$ cat config.mk
export PLATFORM = sky130hd
export DESIGN_NAME = bcd_to_binary_seq
export DESIGN_NICKNAME = d
export VERILOG_FILES = /design/src/rtl/bcd_pkg.sv /design/src/rtl/bcd_to_binary_step.sv /design/src/rtl/bcd_to_binary_seq.sv
export SDC_FILE = /design/constraint.sdc
export NUM_CORES = 1
export LEC_CHECK = 0
export CAP_MARGIN = 20
export CORE_ASPECT_RATIO = 1.25
export CORE_UTILIZATION = 50
export CTS_BUF_LIST = sky130_fd_sc_hd__clkbuf_8 sky130_fd_sc_hd__clkbuf_16
export CTS_CLUSTER_SIZE = 14
export DETAILED_ROUTE_END_ITERATION = 12
export DONT_BUFFER_PORTS = 1
export GPL_TIMING_DRIVEN = 0
export MAX_ROUTING_LAYER = met4
export SETUP_SLACK_MARGIN = 0.3
export SLEW_MARGIN = 20
export SYNTH_ARGS = -nofsm -noshare
export SYNTH_HDL_FRONTEND = slang
export SYNTH_SLANG_ARGS = --single-unit
$ cat constraint.sdc
create_clock -name clk -period 2.9 [get_ports clk]
set_input_delay 0.29 -clock clk [delete_from_list [all_inputs] [get_ports clk]]
set_output_delay 0.29 -clock clk [all_outputs]
set_load 0.03 [all_outputs]
$ cat src/rtl/bcd_pkg.sv
// Shared types and helpers for the sequential BCD-to-binary converter.
package bcd_pkg;

  // Converter control states
  typedef enum logic [1:0] {
    IDLE = 2'd0,
    CONV = 2'd1,
    DONE = 2'd2
  } state_e;

  // Largest legal value of a single BCD digit
  localparam logic [3:0] BCD_MAX = 4'd9;

  // Smallest width that can hold 10**digits-1, i.e. ceil(log2(10**digits)).
  // Used at elaboration time to reject an undersized result width.
  function automatic int bin_width(input int digits);
    longint unsigned limit;
    int              width;
    limit = 64'd1;
    for (int i = 0; i < digits; i++) begin
      limit = limit * 64'd10;
    end
    width = 0;
    for (int i = 0; i < 64; i++) begin
      if ((64'd1 << i) < limit) begin
        width = i + 1;
      end
    end
    return width;
  endfunction

endpackage

$ cat src/rtl/bcd_to_binary_step.sv
// One fold step of the converter: acc*10 + nibble, plus a flag for a non-decimal nibble.
module bcd_to_binary_step
  import bcd_pkg::*;
#(
  parameter int ACC_W = 18
) (
  input  logic [ACC_W-1:0] acc_i,
  input  logic [3:0]       nibble_i,
  output logic [ACC_W-1:0] acc_next_o,
  output logic             nibble_err_o
);

  // Multiply by ten as (acc<<3)+(acc<<1) so no multiplier is inferred, then add the digit
  always_comb begin
    acc_next_o   = (acc_i << 3) + (acc_i << 1) + {{(ACC_W-4){1'b0}}, nibble_i};
    nibble_err_o = (nibble_i > BCD_MAX);
  end

endmodule

$ cat src/rtl/bcd_to_binary_seq.sv
// Multi-cycle packed-BCD to binary converter. Folds one digit per cycle,
// most significant digit first, behind a valid/ready handshake on both sides.
module bcd_to_binary_seq
  import bcd_pkg::*;
#(
  parameter int DIGITS = 4,
  parameter int BIN_W  = 14
) (
  input  logic                  clk,
  input  logic                  rst_n,
  input  logic                  in_valid,
  output logic                  in_ready,
  input  logic [4*DIGITS-1:0]   in_bcd,
  output logic                  out_valid,
  input  logic                  out_ready,
  output logic [BIN_W-1:0]      out_bin,
  output logic                  out_err
);

  // Four spare bits keep illegal nibbles from wrapping the accumulator silently
  localparam int ACC_W = BIN_W + 4;
  localparam int CNT_W = (DIGITS > 1) ? $clog2(DIGITS) : 1;
  localparam logic [CNT_W-1:0] LAST_CNT = CNT_W'(DIGITS - 1);

  if (DIGITS < 1) begin : gen_bad_digits
    $error("bcd_to_binary_seq: DIGITS must be at least 1");
  end
  if (BIN_W < bin_width(DIGITS)) begin : gen_bad_bin_w
    $error("bcd_to_binary_seq: BIN_W too small for 10**DIGITS-1");
  end

  state_e                state_q, state_d;
  logic [4*DIGITS-1:0]   shiftReg_q, shiftReg_d;
  logic [ACC_W-1:0]      acc_q, acc_d;
  logic [CNT_W-1:0]      cnt_q, cnt_d;
  logic                  err_q, err_d;
  logic [BIN_W-1:0]      outBin_q, outBin_d;
  logic                  outErr_q, outErr_d;

  logic [ACC_W-1:0]      stepAcc;
  logic                  stepErr;
  logic                  foldErr;

  bcd_to_binary_step #(
    .ACC_W (ACC_W)
  ) u_step (
    .acc_i        (acc_q),
    .nibble_i     (shiftReg_q[4*DIGITS-1 -: 4]),
    .acc_next_o   (stepAcc),
    .nibble_err_o (stepErr)
  );

  assign foldErr = err_q | stepErr;

  // Next-state and datapath update; everything holds unless the current state says otherwise
  always_comb begin
    state_d    = state_q;
    shiftReg_d = shiftReg_q;
    acc_d      = acc_q;
    cnt_d      = cnt_q;
    err_d      = err_q;
    outBin_d   = outBin_q;
    outErr_d   = outErr_q;
    unique case (state_q)
      IDLE: begin
        if (in_valid) begin
          state_d    = CONV;
          shiftReg_d = in_bcd;
          acc_d      = '0;
          cnt_d      = '0;
          err_d      = 1'b0;
        end
      end
      CONV: begin
        acc_d      = stepAcc;
        shiftReg_d = shiftReg_q << 4;
        err_d      = foldErr;
        cnt_d      = cnt_q + CNT_W'(1);
        if (cnt_q == LAST_CNT) begin
          state_d  = DONE;
          outErr_d = foldErr;
          outBin_d = foldErr ? '0 : stepAcc[BIN_W-1:0];
        end
      end
      DONE: begin
        if (out_ready) begin
          state_d = IDLE;
        end
      end
      default: begin
        state_d = IDLE;
      end
    endcase
  end

  // State and datapath registers; reset aborts any conversion in flight
  always_ff @(posedge clk or negedge rst_n) begin
    if (!rst_n) begin
      state_q    <= IDLE;
      shiftReg_q <= '0;
      acc_q      <= '0;
      cnt_q      <= '0;
      err_q      <= 1'b0;
      outBin_q   <= '0;
      outErr_q   <= 1'b0;
    end else begin
      state_q    <= state_d;
      shiftReg_q <= shiftReg_d;
      acc_q      <= acc_d;
      cnt_q      <= cnt_d;
      err_q      <= err_d;
      outBin_q   <= outBin_d;
      outErr_q   <= outErr_d;
    end
  end

  assign in_ready  = (state_q == IDLE);
  assign out_valid = (state_q == DONE);
  assign out_bin   = outBin_q;
  assign out_err   = outErr_q;

endmodule

## Yosys cells after proc, flatten, opt, wreduce, memory -nomap -nowiden

Index checks and enable logic that the tools add are counted.

| storage, ports and cells | value |
|---|---|
| memories | 0 |
| memory bits (read-only) | 0 |
| latch bits | 0 |
| bits in writable memories | 0 |
| output and inout port bits | 17 |
| register bits | 49 |
| input bits | 20 |
| logic and storage cells | 36 |

| cells by class | value |
|---|---|
| add/subtract/negate cells | 3 |
| div/mod/pow operators | 0 |
| multipliers | 0 |
| equality and inequality tests | 6 |
| muxes and demuxes | 13 |
| $lt $le $gt $ge | 1 |
| reduce and logical (&&, ||, !) cells | 5 |
| bitwise gates (word level) | 1 |
| shift-type cells | 0 |

Operator list:

| operator | number |
|---|---|
| 16-bit case mux with 2 select lines | 1 |
| 13-bit case mux with 2 select lines | 1 |
| 16-bit two-way mux | 1 |
| 14-bit adder | 1 |
| 14-bit by 4-bit adder with 14-bit output | 1 |
| 14-bit two-way mux | 1 |
| 13-bit two-way mux | 1 |
| 2-bit two-way mux | 4 |
| 2-bit case mux with 3 select lines | 1 |
| 2-bit equality test (second input constant) | 2 |
| 4-bit > comparator (second input constant) | 1 |
| 2-bit != test (second input constant) | 2 |
| 2-bit case mux with 2 select lines | 1 |
| 2-bit AND reduction | 2 |
| 3-bit AND reduction | 1 |
| 2-bit by 1-bit adder with 2-bit output (second input constant) | 1 |
| 2-bit by 1-bit equality test with 1-bit output (second input constant) | 1 |
| 2-bit logical NOT | 1 |
| 2-bit by 1-bit != test with 1-bit output (second input constant) | 1 |
| 1-bit case mux with 2 select lines | 1 |
| 2-bit nonzero test | 1 |
| 1-bit two-way mux | 1 |
| 1-bit bitwise OR | 1 |

## Logic depth before layout (Yosys ltp)

Gate-level depths: netlist (run 1).

| logic depth | value |
|---|---|
| depth in word-level cells | 3 |
| depth in mapped cells | 9 |
| mapped depth without buffers | 9 |

## Modules after synthesis

A second synthesis (run 1) with hierarchy kept.

| second synthesis, totals | value |
|---|---|
| cells, all modules | 328 |
| area, all modules | 3,188.1 sq um |

By module, submodules not included:

| module | cells each | times used | area each (sq um) | sequential area each (sq um) |
|---|---|---|---|---|
| bcd_to_binary_seq | 202 | 1 | 2,168.3 | 1,351.3 |
| bcd_to_binary_step | 126 | 1 | 1,019.7 | 0.0 |

## Worst setup path before layout (run 1)

OpenSTA, ideal clock, no wires.

| path | value |
|---|---|
| kind | register to register |
| from | register shiftReg_q[15] |
| to | register acc_q[11] |
| data required time | 2.779 ns |
| stages on the path, launching flop included | 10 |
| setup time | 0.121 ns |
| buffers on the path | 0 |
| arrival | 2.293 ns |
| path slack | 0.486 ns |
| clock period less this slack | 2.414 ns |
| cells stage by stage | dfrtp_1 > inv_1 > fa_1 > inv_1 > ha_1 > a21o_1 > nand4_1 > a211oi_1 > or3_1 > a32o_2 |

| on the way | value |
|---|---|
| word-level cells in the longest chain between the ends | 2 |

Ends and longest elaborated chain:

| item | RTL line | RTL |
|---|---|---|
| from (decl) | bcd_to_binary_seq.sv:33 | `logic [4*DIGITS-1:0] shiftReg_q, shiftReg_d;` |
| from (signal assigned) | bcd_to_binary_seq.sv:108 | `shiftReg_q <= shiftReg_d;` |
| 14-bit by 4-bit adder with 14-bit output | bcd_to_binary_step.sv:15 | `acc_next_o = (acc_i << 3) + (acc_i << 1) + {{(ACC_W-4){1'b0}}, nibble_i};` |
| 13-bit case mux with 2 select lines | bcd_to_binary_seq.sv:64 | `unique case (state_q)` |
| to (signal assigned) | bcd_to_binary_seq.sv:101 | `acc_q <= '0;` |
| to (signal assigned) | bcd_to_binary_seq.sv:109 | `acc_q <= acc_d;` |
| to (decl) | bcd_to_binary_seq.sv:34 | `logic [ACC_W-1:0] acc_q, acc_d;` |

Every way passes these cells.
A chain may end at the register's enable or synchronous reset.

## Worst setup path in the final report (run 1)

| path | value |
|---|---|
| from | register shiftReg_q[15] |
| to | register outBin_q[11], in the netlist out_bin[11] |

| on the way | value |
|---|---|
| word-level cells in the longest chain between the ends | 3 |
| elaborated cells on any way between the ends | 4 |
| classes of those cells | 1 x add/sub; 1 x order compare; 1 x mux; 1 x bitwise |

Ends and longest elaborated chain:

| item | RTL line | RTL |
|---|---|---|
| parallel branches: the longest is 2 deep, another holds 14-bit by 4-bit adder with 14-bit output | n/a |  |
| 14-bit two-way mux * | bcd_to_binary_seq.sv:82 | `outBin_d = foldErr ? '0 : stepAcc[BIN_W-1:0];` |
| to (signal assigned) | bcd_to_binary_seq.sv:112 | `outBin_q <= outBin_d;` |
| to (decl) | bcd_to_binary_seq.sv:37 | `logic [BIN_W-1:0] outBin_q, outBin_d;` |

Mark *: on every way between the ends.

==> qor.tcl, run 1 <==
set qor(buffer_cell_driving_the_clock_tree_root) {sky130_fd_sc_hd__clkbuf_8}
set qor(setup_crit_end_kind) {flip-flop}
set qor(leakagePower_nw) 1.49
set qor(cts_htree_levels) 2
set qor(final_layout_size_suffix_gt1_share_pct) 10.8
set qor(postSynthRegisterBits) 49
set qor(dpl.hpwl_um) 4450
set qor(synthDistinctLibCells) 39
set qor(die_h_um) 85.3
set qor(initial_antenna_violation_count) 0
set qor(pwr_per_cell_area_mw_per_mm2) 1250
set qor(diodes) 0
set qor(worstPathArrival_ns) 2.74
set qor(p_total_mw) 3.89
set qor(port_buffers) 0
set qor(cp_top_family) {adder cells}
set qor(cts_max_path_buffers) 2
set qor(drt_iter0_drcs) 115
set qor(synthesized_instance_count) 273
set qor(summed_instance_area_of_the_synthesized_netlist_mm2) 0.00278
set qor(avgRoutedWirePerCell_um) 17.6
set qor(final_net_count) 332
set qor(outcome) {finished clean}
set qor(clock_latency_of_the_later_clocked_register_in_the_worst_skew_pair_ns) 0.30
set qor(global_route.usage.total_pct) 24.2
set qor(fmax_mhz) 392
set qor(max_slew.worst_pin.slew_ns) 0.613
set qor(dr.pass1.iters) 4
set qor(initial_utilization_pct) 51.4
set qor(grt_start_max_net_pins) 50
set qor(timing.hold.worst.class) {in -> reg}
set qor(timing.critical_path.from_type) {flip-flop}
set qor(maxSlewHeadroom_pct) 59.1
set qor(placementRows) 30
set qor(finClkSkew_ns) 0.00401
set qor(first_global_vias) 2121
set qor(final-setup-viol-count) 0
set qor(min_period_over_period_pct) 87.9
set qor(cp_slowest_stage_delay_ns) 0.59
set qor(timing.critical_path.fanout_max) 4
set qor(mapped_avg_cell_area_um2) 10.2
set qor(worst-setup-path-type) {reg -> reg}
set qor(worst-r2r-setup-slack_ns) 0.35
set qor(cts.sinks) 49
set qor(ir_drop_uv) 563
set qor(first_pass_grt_wire_length_um) 10100
set qor(cpMaxStageDelayCell) {sky130_fd_sc_hd__fa_1}
set qor(routed_wirelength_um) 6190
set qor(layout.cells.most_common_list) {49 x sky130_fd_sc_hd__dfrtp_1, 28 x sky130_fd_sc_hd__nand2_1, 24 x sky130_fd_sc_hd__o21ai_0, 23 x sky130_fd_sc_hd__a21oi_1, 23 x sky130_fd_sc_hd__ha_1}
set qor(cts-buffers-inserted) 5
set qor(nFillCells) 494
set qor(grt_overflow_total) 0
set qor(top_level_ports) 37
set qor(grt_setup_unrepaired) {true}
set qor(remaining_drc_errors) 0
set qor(vias_per_cell) 5.86
set qor(place_congestion) 0.860
set qor(final_hold_viol_count) 0
set qor(crit_chain) {inv_2, fa_1, inv_1, ha_1, a21o_1, nand4_1, buf_6, a211oi_2, or3_4, a32o_2}
set qor(area_growth_syn_to_layout_pct) 12.2
set qor(final_common_cell) {sky130_fd_sc_hd__dfrtp_1}
set qor(clkTransAtPathRegs_ns) 0.09
set qor(synth_sequential_area_ratio_pct) 44.1
set qor(num_vias) 2064
set qor(slew_viol_final) 0
set qor(cap_violations) 0
set qor(worst-path-buf-inv) 3
set qor(die-width_um) 68.7
set qor(setup-tns-final_ns) 0
set qor(die_area_mm2) 0.00586
set qor(synth_warnings) 0
set qor(mappedNetlistNets) 318
set qor(crit_required_ns) 3.09
set qor(final_period_minus_worst_setup_slack_ns) 2.55
set qor(placeableCoreArea_mm2) 0.00541
set qor(detail-route-antenna-nets) 0
set qor(tritoncts) {done}
-- state kept, by name, summed over array words and instances (netlist names) --
signal	flops
shiftReg_q	16
out_bin	14
acc_q	13
cnt_q	2
state_q	2
err_q	1
out_err	1
-- metal layers --
layer / global-route usage, % / share of wire [%]
met1: 28.8 / 44
met2: 40.0 / 52
met3: 4.44 / 2.0
met4: 8.52 / 1.8
met5: - / 0
-- final cells by class --
class,instances,area [µm²],area share (%)
sequential,49,1230,39.3
inverter,9,33.8,1.08
tap,64,80.1,2.57
timing repair buffer,7,78.8,2.53
buffer,14,56.3,1.81
clock buffer,5,68.8,2.21
clock inverter,3,65.1,2.09
multi-input combinational,201,1510,48.4
-- timing repair --
item / CTS / global route
buffers inserted: 3 / 2
endpoints found under the setup margin: 5 / 9
gates resized for setup: 3 / 8
gates cloned: 0 / 0
pin swaps: 2 / 9
endpoints found under the hold margin: 49 / 0
hold buffers: 2 / 0
-- worst reg2reg max path: stages (launching register included) --
cell	delay, ns
sky130_fd_sc_hd__dfrtp_1	0.37
sky130_fd_sc_hd__inv_2	0.05
sky130_fd_sc_hd__fa_1	0.59
sky130_fd_sc_hd__inv_1	0.06
sky130_fd_sc_hd__ha_1	0.27
sky130_fd_sc_hd__a21o_1	0.19
sky130_fd_sc_hd__nand4_1	0.10
sky130_fd_sc_hd__buf_6	0.14
sky130_fd_sc_hd__a211oi_2	0.08
sky130_fd_sc_hd__or3_4	0.34
sky130_fd_sc_hd__a32o_2	0.27
-- through the flow --
step	cells	hold slack [ns]	worst slack, ns	area [µm²]	util (%)
after floorplan	273	-0.00559	0.486	2780	-
after global placement	337	-0.00451	0.235	2860	52.9
after detailed placement	337	-0.00443	0.241	2860	52.9
after CTS	350	0.0941	0.290	3070	56.7
after global routing	352	0.0957	0.256	3120	57.7
final	352	0.0954	0.351	3120	57.7
-- power breakdown --
part / internal [mW] / switching [mW] / leakage, nW / total, mW
registers: 0.970 / 0.372 / 0.631 / 1.34
logic: 0.864 / 1.11 / 0.791 / 1.98
clock network: 0.343 / 0.234 / 0.0681 / 0.576
total: 2.18 / 1.72 / 1.49 / 3.89
-- cell families after synthesis --
family                   Yosys count  share of synthesized area (%)
buffers and inverters             23                           3.24
AO/OA/AOI/OAI                     94                           23.2
XOR/XNOR                           7                           2.21
AND/OR/NAND/NOR                   75                           15.4
adder cells (fa/ha/maj)           25                           11.8
flip-flops                        49                           44.1
-- cells in the mapped netlist, drive strengths merged --
master	count	area, µm²
xnor2	5	43.8
nor2	9	33.8
or2	1	6.26
o21ba	1	10.0
or3	2	12.5
nand2b	5	31.3
xor2	2	17.5
or4b	1	10.0
o211ai	3	22.5
a22o	17	149
a2111oi	1	10.0
o21a	2	15.0
a22oi	1	7.51
a32o	4	42.5
a211oi	3	22.5
nand3	2	10.0
nand2	28	105
o21ai	24	120
nor3	3	26.3
nor2b	8	50.1
and2	3	18.8
dfrtp	49	1230
a21o	4	30.0
fa	2	40.0
o21bai	3	26.3
inv	9	33.8
buf	1	7.51
nand4	1	6.26
clkbuf	13	48.8
a2bb2oi	1	8.76
a21oi	26	141
a221o	4	40.0
ha	23	288
nand3b	1	20.0
and3b	11	96.3
-- final timing paths --
path / startpoint / endpoint / cells past startpoint
setup / recovery: shiftReg_q[15]$_DFFE_PN0P_ / out_bin[11]$_DFFE_PN0P_ / 10
hold / removal: out_ready / state_q[1]$_DFFE_PN0P_ / 1
setup reg to reg: shiftReg_q[15]$_DFFE_PN0P_ / out_bin[11]$_DFFE_PN0P_ / 10
hold reg to reg: shiftReg_q[4]$_DFFE_PN0P_ / shiftReg_q[4]$_DFFE_PN0P_ / 2
max in group asynchronous: rst_n / acc_q[10]$_DFFE_PN0P_ / 2
min in group asynchronous: rst_n / out_bin[6]$_DFFE_PN0P_ / 2
(Power assumes the default switching activity.)
==> run 2: changes to the inputs <==
- SLEW_MARGIN: 20 -> 25
- clock period: 2.9 -> 3.1 ns (I/O delays scaled with it)
==> run 2 against run 1 <==
  * Setup slack better by 0.099 ns
  * Largest cell class unchanged
  * Register-to-register slack improved by 0.099 ns
  * Sequential power down 6%
  * Power down 8.9%
  * Highest routed layer unchanged
  * Final cell count down 1.4%
  * Largest power group unchanged
  * Design area decreased by 2.5%
==> qor.tcl, run 2 (synthesis results as in run 1) <==
set qor(outcome) {finished clean} ;# unchanged
set qor(setup-tns-final_ns) 0 ;# unchanged
set qor(grt_setup_unrepaired) {true} ;# unchanged
set qor(top_level_ports) 37 ;# unchanged
set qor(maxSlewHeadroom_pct) 58.9 ;# was 59.1%
set qor(first_global_vias) 2059 ;# was 2121
set qor(multi_input_gate_area_in_the_final_layout_mm2) 0.00147 ;# was 0.00151 mm²
set qor(finClkSkew_ns) 0.00852 ;# was 0.00401 ns
set qor(cap_violations) 0 ;# unchanged
set qor(initial_utilization_pct) 51.4 ;# unchanged
set qor(pwr_per_cell_area_mw_per_mm2) 1170 ;# was 1250 mW/mm²
set qor(timing.critical_path.from_type) {flip-flop} ;# unchanged
set qor(leakagePower_nw) 1.47 ;# was 1.49 nW
set qor(avgRoutedWirePerCell_um) 17.5 ;# was 17.6 µm
set qor(slew_viol_final) 0 ;# unchanged
set qor(regToRegStartpoint) {shiftReg_q[15]$_DFFE_PN0P_} ;# unchanged
set qor(layout.cells.non_filler) 347 ;# was 352
set qor(cts-buffers-inserted) 5 ;# unchanged
set qor(area_growth_syn_to_layout_pct) 9.37 ;# was 12.2%
set qor(grt_overflow_total) 0 ;# unchanged
set qor(remaining_drc_errors) 0 ;# unchanged
set qor(tritoncts) {done} ;# unchanged
set qor(global_route.usage.met1_pct) 29.1 ;# was 28.8%
set qor(nFillCells) 505 ;# was 494
set qor(largest-register) {shiftReg_q} ;# unchanged
set qor(routed_wirelength_um) 6080 ;# was 6190 µm
set qor(placeableCoreArea_mm2) 0.00541 ;# unchanged
set qor(initial_antenna_violation_count) 0 ;# unchanged
set qor(final_net_count) 327 ;# was 332
set qor(clock_latency_of_the_later_clocked_register_in_the_worst_skew_pair_ns) 0.30 ;# about the same
set qor(p_total_mw) 3.55 ;# was 3.89 mW
set qor(placementRows) 30 ;# unchanged
set qor(number_of_flip_flops_under_the_largest_register_name) 16 ;# unchanged
set qor(seqCellArea_mm2) 0.00123 ;# unchanged
set qor(place_congestion) 0.860 ;# unchanged
set qor(cts.sinks) 49 ;# unchanged
set qor(detailed_place.area_mm2) 0.00286 ;# unchanged
set qor(worstPathArrival_ns) 2.84 ;# was 2.74 ns
set qor(drt_iter0_drcs) 122 ;# was 115
set qor(vias_per_cell) 5.90 ;# was 5.86
set qor(ir_drop_uv) 524 ;# was 563 µV
set qor(min_period_over_period_pct) 85.5 ;# was 87.9%
set qor(num_vias) 2046 ;# was 2064
set qor(setup_crit_end_kind) {flip-flop} ;# unchanged
set qor(final_period_minus_worst_setup_slack_ns) 2.65 ;# was 2.55 ns
set qor(grt_start_max_net_pins) 50 ;# unchanged
set qor(final_layout_size_suffix_gt1_share_pct) 6.71 ;# was 10.8%
set qor(dpl.hpwl_um) 4450 ;# unchanged
set qor(final-setup-viol-count) 0 ;# unchanged
set qor(layout.cells.most_common_list) {49 x sky130_fd_sc_hd__dfrtp_1, 28 x sky130_fd_sc_hd__nand2_1, 24 x sky130_fd_sc_hd__a21oi_1, 24 x sky130_fd_sc_hd__o21ai_0, 23 x sky130_fd_sc_hd__ha_1} ;# was 49 x sky130_fd_sc_hd__dfrtp_1, 28 x sky130_fd_sc_hd__nand2_1, 24 x sky130_fd_sc_hd__o21ai_0, 23 x sky130_fd_sc_hd__a21oi_1, 23 x sky130_fd_sc_hd__ha_1
set qor(max_slew.worst_pin.slew_ns) 0.616 ;# was 0.613 ns
set qor(use_met2_pct) 39.4 ;# was 40.0%
set qor(die_area_mm2) 0.00586 ;# unchanged
set qor(post-route-cell-area_mm2) 0.00304 ;# was 0.00312 mm²
set qor(die_h_um) 85.3 ;# unchanged
set qor(crit_required_ns) 3.29 ;# was 3.09 ns
set qor(final_hold_viol_count) 0 ;# unchanged
set qor(fmax_mhz) 377 ;# was 392 MHz
set qor(dr.pass1.iters) 4 ;# unchanged
set qor(cts_htree_levels) 2 ;# unchanged
set qor(dp.cells) 337 ;# unchanged
set qor(timing.hold.worst.class) {in -> reg} ;# unchanged
set qor(final_util_pct) 56.2 ;# was 57.7%
set qor(global_route.usage.total_pct) 23.9 ;# was 24.2%
set qor(grt.busiest_layer) {met2} ;# unchanged
set qor(first_pass_grt_wire_length_um) 9980 ;# was 10100 µm
set qor(port_buffers) 0 ;# unchanged
set qor(worst_hold_startpoint) {out_ready} ;# unchanged
set qor(diodes) 0 ;# unchanged
set qor(buffer_cell_driving_the_clock_tree_root) {sky130_fd_sc_hd__clkbuf_8} ;# unchanged
set qor(cts_max_path_buffers) 2 ;# unchanged
set qor(worst-setup-path-type) {reg -> reg} ;# unchanged
set qor(clkTransAtPathRegs_ns) 0.09 ;# about the same
set qor(cp-startpoint) {shiftReg_q[15]$_DFFE_PN0P_} ;# unchanged
set qor(die-width_um) 68.7 ;# unchanged
set qor(timing.critical_path.fanout_max) 4 ;# unchanged
set qor(detail-route-antenna-nets) 0 ;# unchanged
set qor(final_common_cell) {sky130_fd_sc_hd__dfrtp_1} ;# unchanged
set qor(globalRouteMet3Util_pct) 4.30 ;# was 4.44%
-- run 2: cell types whose count changed in the layout (fill, tap and decap cells not counted), sizes merged --
cell	change
buf	-5
-- run 2: critical path, cell delays in order, from the launching register on --
cell                       delay, ns
sky130_fd_sc_hd__dfrtp_1        0.38
sky130_fd_sc_hd__inv_1          0.07
sky130_fd_sc_hd__fa_1           0.59
sky130_fd_sc_hd__inv_1          0.06
sky130_fd_sc_hd__ha_1           0.28
sky130_fd_sc_hd__a21o_1         0.17
sky130_fd_sc_hd__nand4_1        0.21
sky130_fd_sc_hd__a211oi_1       0.13
sky130_fd_sc_hd__or3_1          0.38
sky130_fd_sc_hd__a32o_2         0.28
-- run 2: per-layer routing --
metal | vias up | wire, µm | part of all wire, %
li1 | 1010 | - | -
met1 | 988 | 2730 | 45
met4 | 0 | 129 | 2.1
met2 | 38 | 3080 | 51
met5 | - | 0 | 0
met3 | 10 | 138 | 2.3
-- run 2: cell type report --
cell class              count  share of cell area (%)
plain buffers              14                    1.85
clock buffers               5                    2.27
clock inverters             3                    2.14
inverters                   9                    1.11
multi-input cells         201                    48.4
flip-flops and latches     49                    40.4
well taps                  64                    2.64
repair buffers              2                    1.24
-- run 2: path summary, 6_finish.rpt --
| check | to | cells past startpoint | slack (ns) |
|---|---|---|---|
| min reg2reg | shiftReg_q[4]$_DFFE_PN0P_ | 2 | 0.49 |
| max reg2reg | out_bin[11]$_DFFE_PN0P_ | 9 | 0.45 |
| max in group asynchronous | acc_q[10]$_DFFE_PN0P_ | 2 | 2.36 |
| max | out_bin[11]$_DFFE_PN0P_ | 9 | 0.45 |
| min in group asynchronous | out_bin[6]$_DFFE_PN0P_ | 2 | 0.50 |
| min | state_q[1]$_DFFE_PN0P_ | 1 | 0.12 |
-- run 2: stage by stage --
| step | hold WS (ns) | worst slack, ns |
|---|---|---|
| floorplan | 0.0144 | 0.686 |
| global placement | 0.0155 | 0.435 |
| detailed placement | 0.0156 | 0.441 |
| CTS | 0.114 | 0.412 |
| global route | 0.116 | 0.294 |
| finish | 0.117 | 0.451 |
-- run 2: power by group --
part	total (mW)	switching, mW	internal, mW
logic	1.75	0.996	0.753
clock network	0.541	0.221	0.321
registers	1.26	0.351	0.907
-- run 2: timing repair --
action,in CTS,in global routing
hold buffers,2,0
endpoints found under the setup margin,0,2
resized for setup,0,2
setup buffers,0,0
endpoints found under the hold margin,49,0
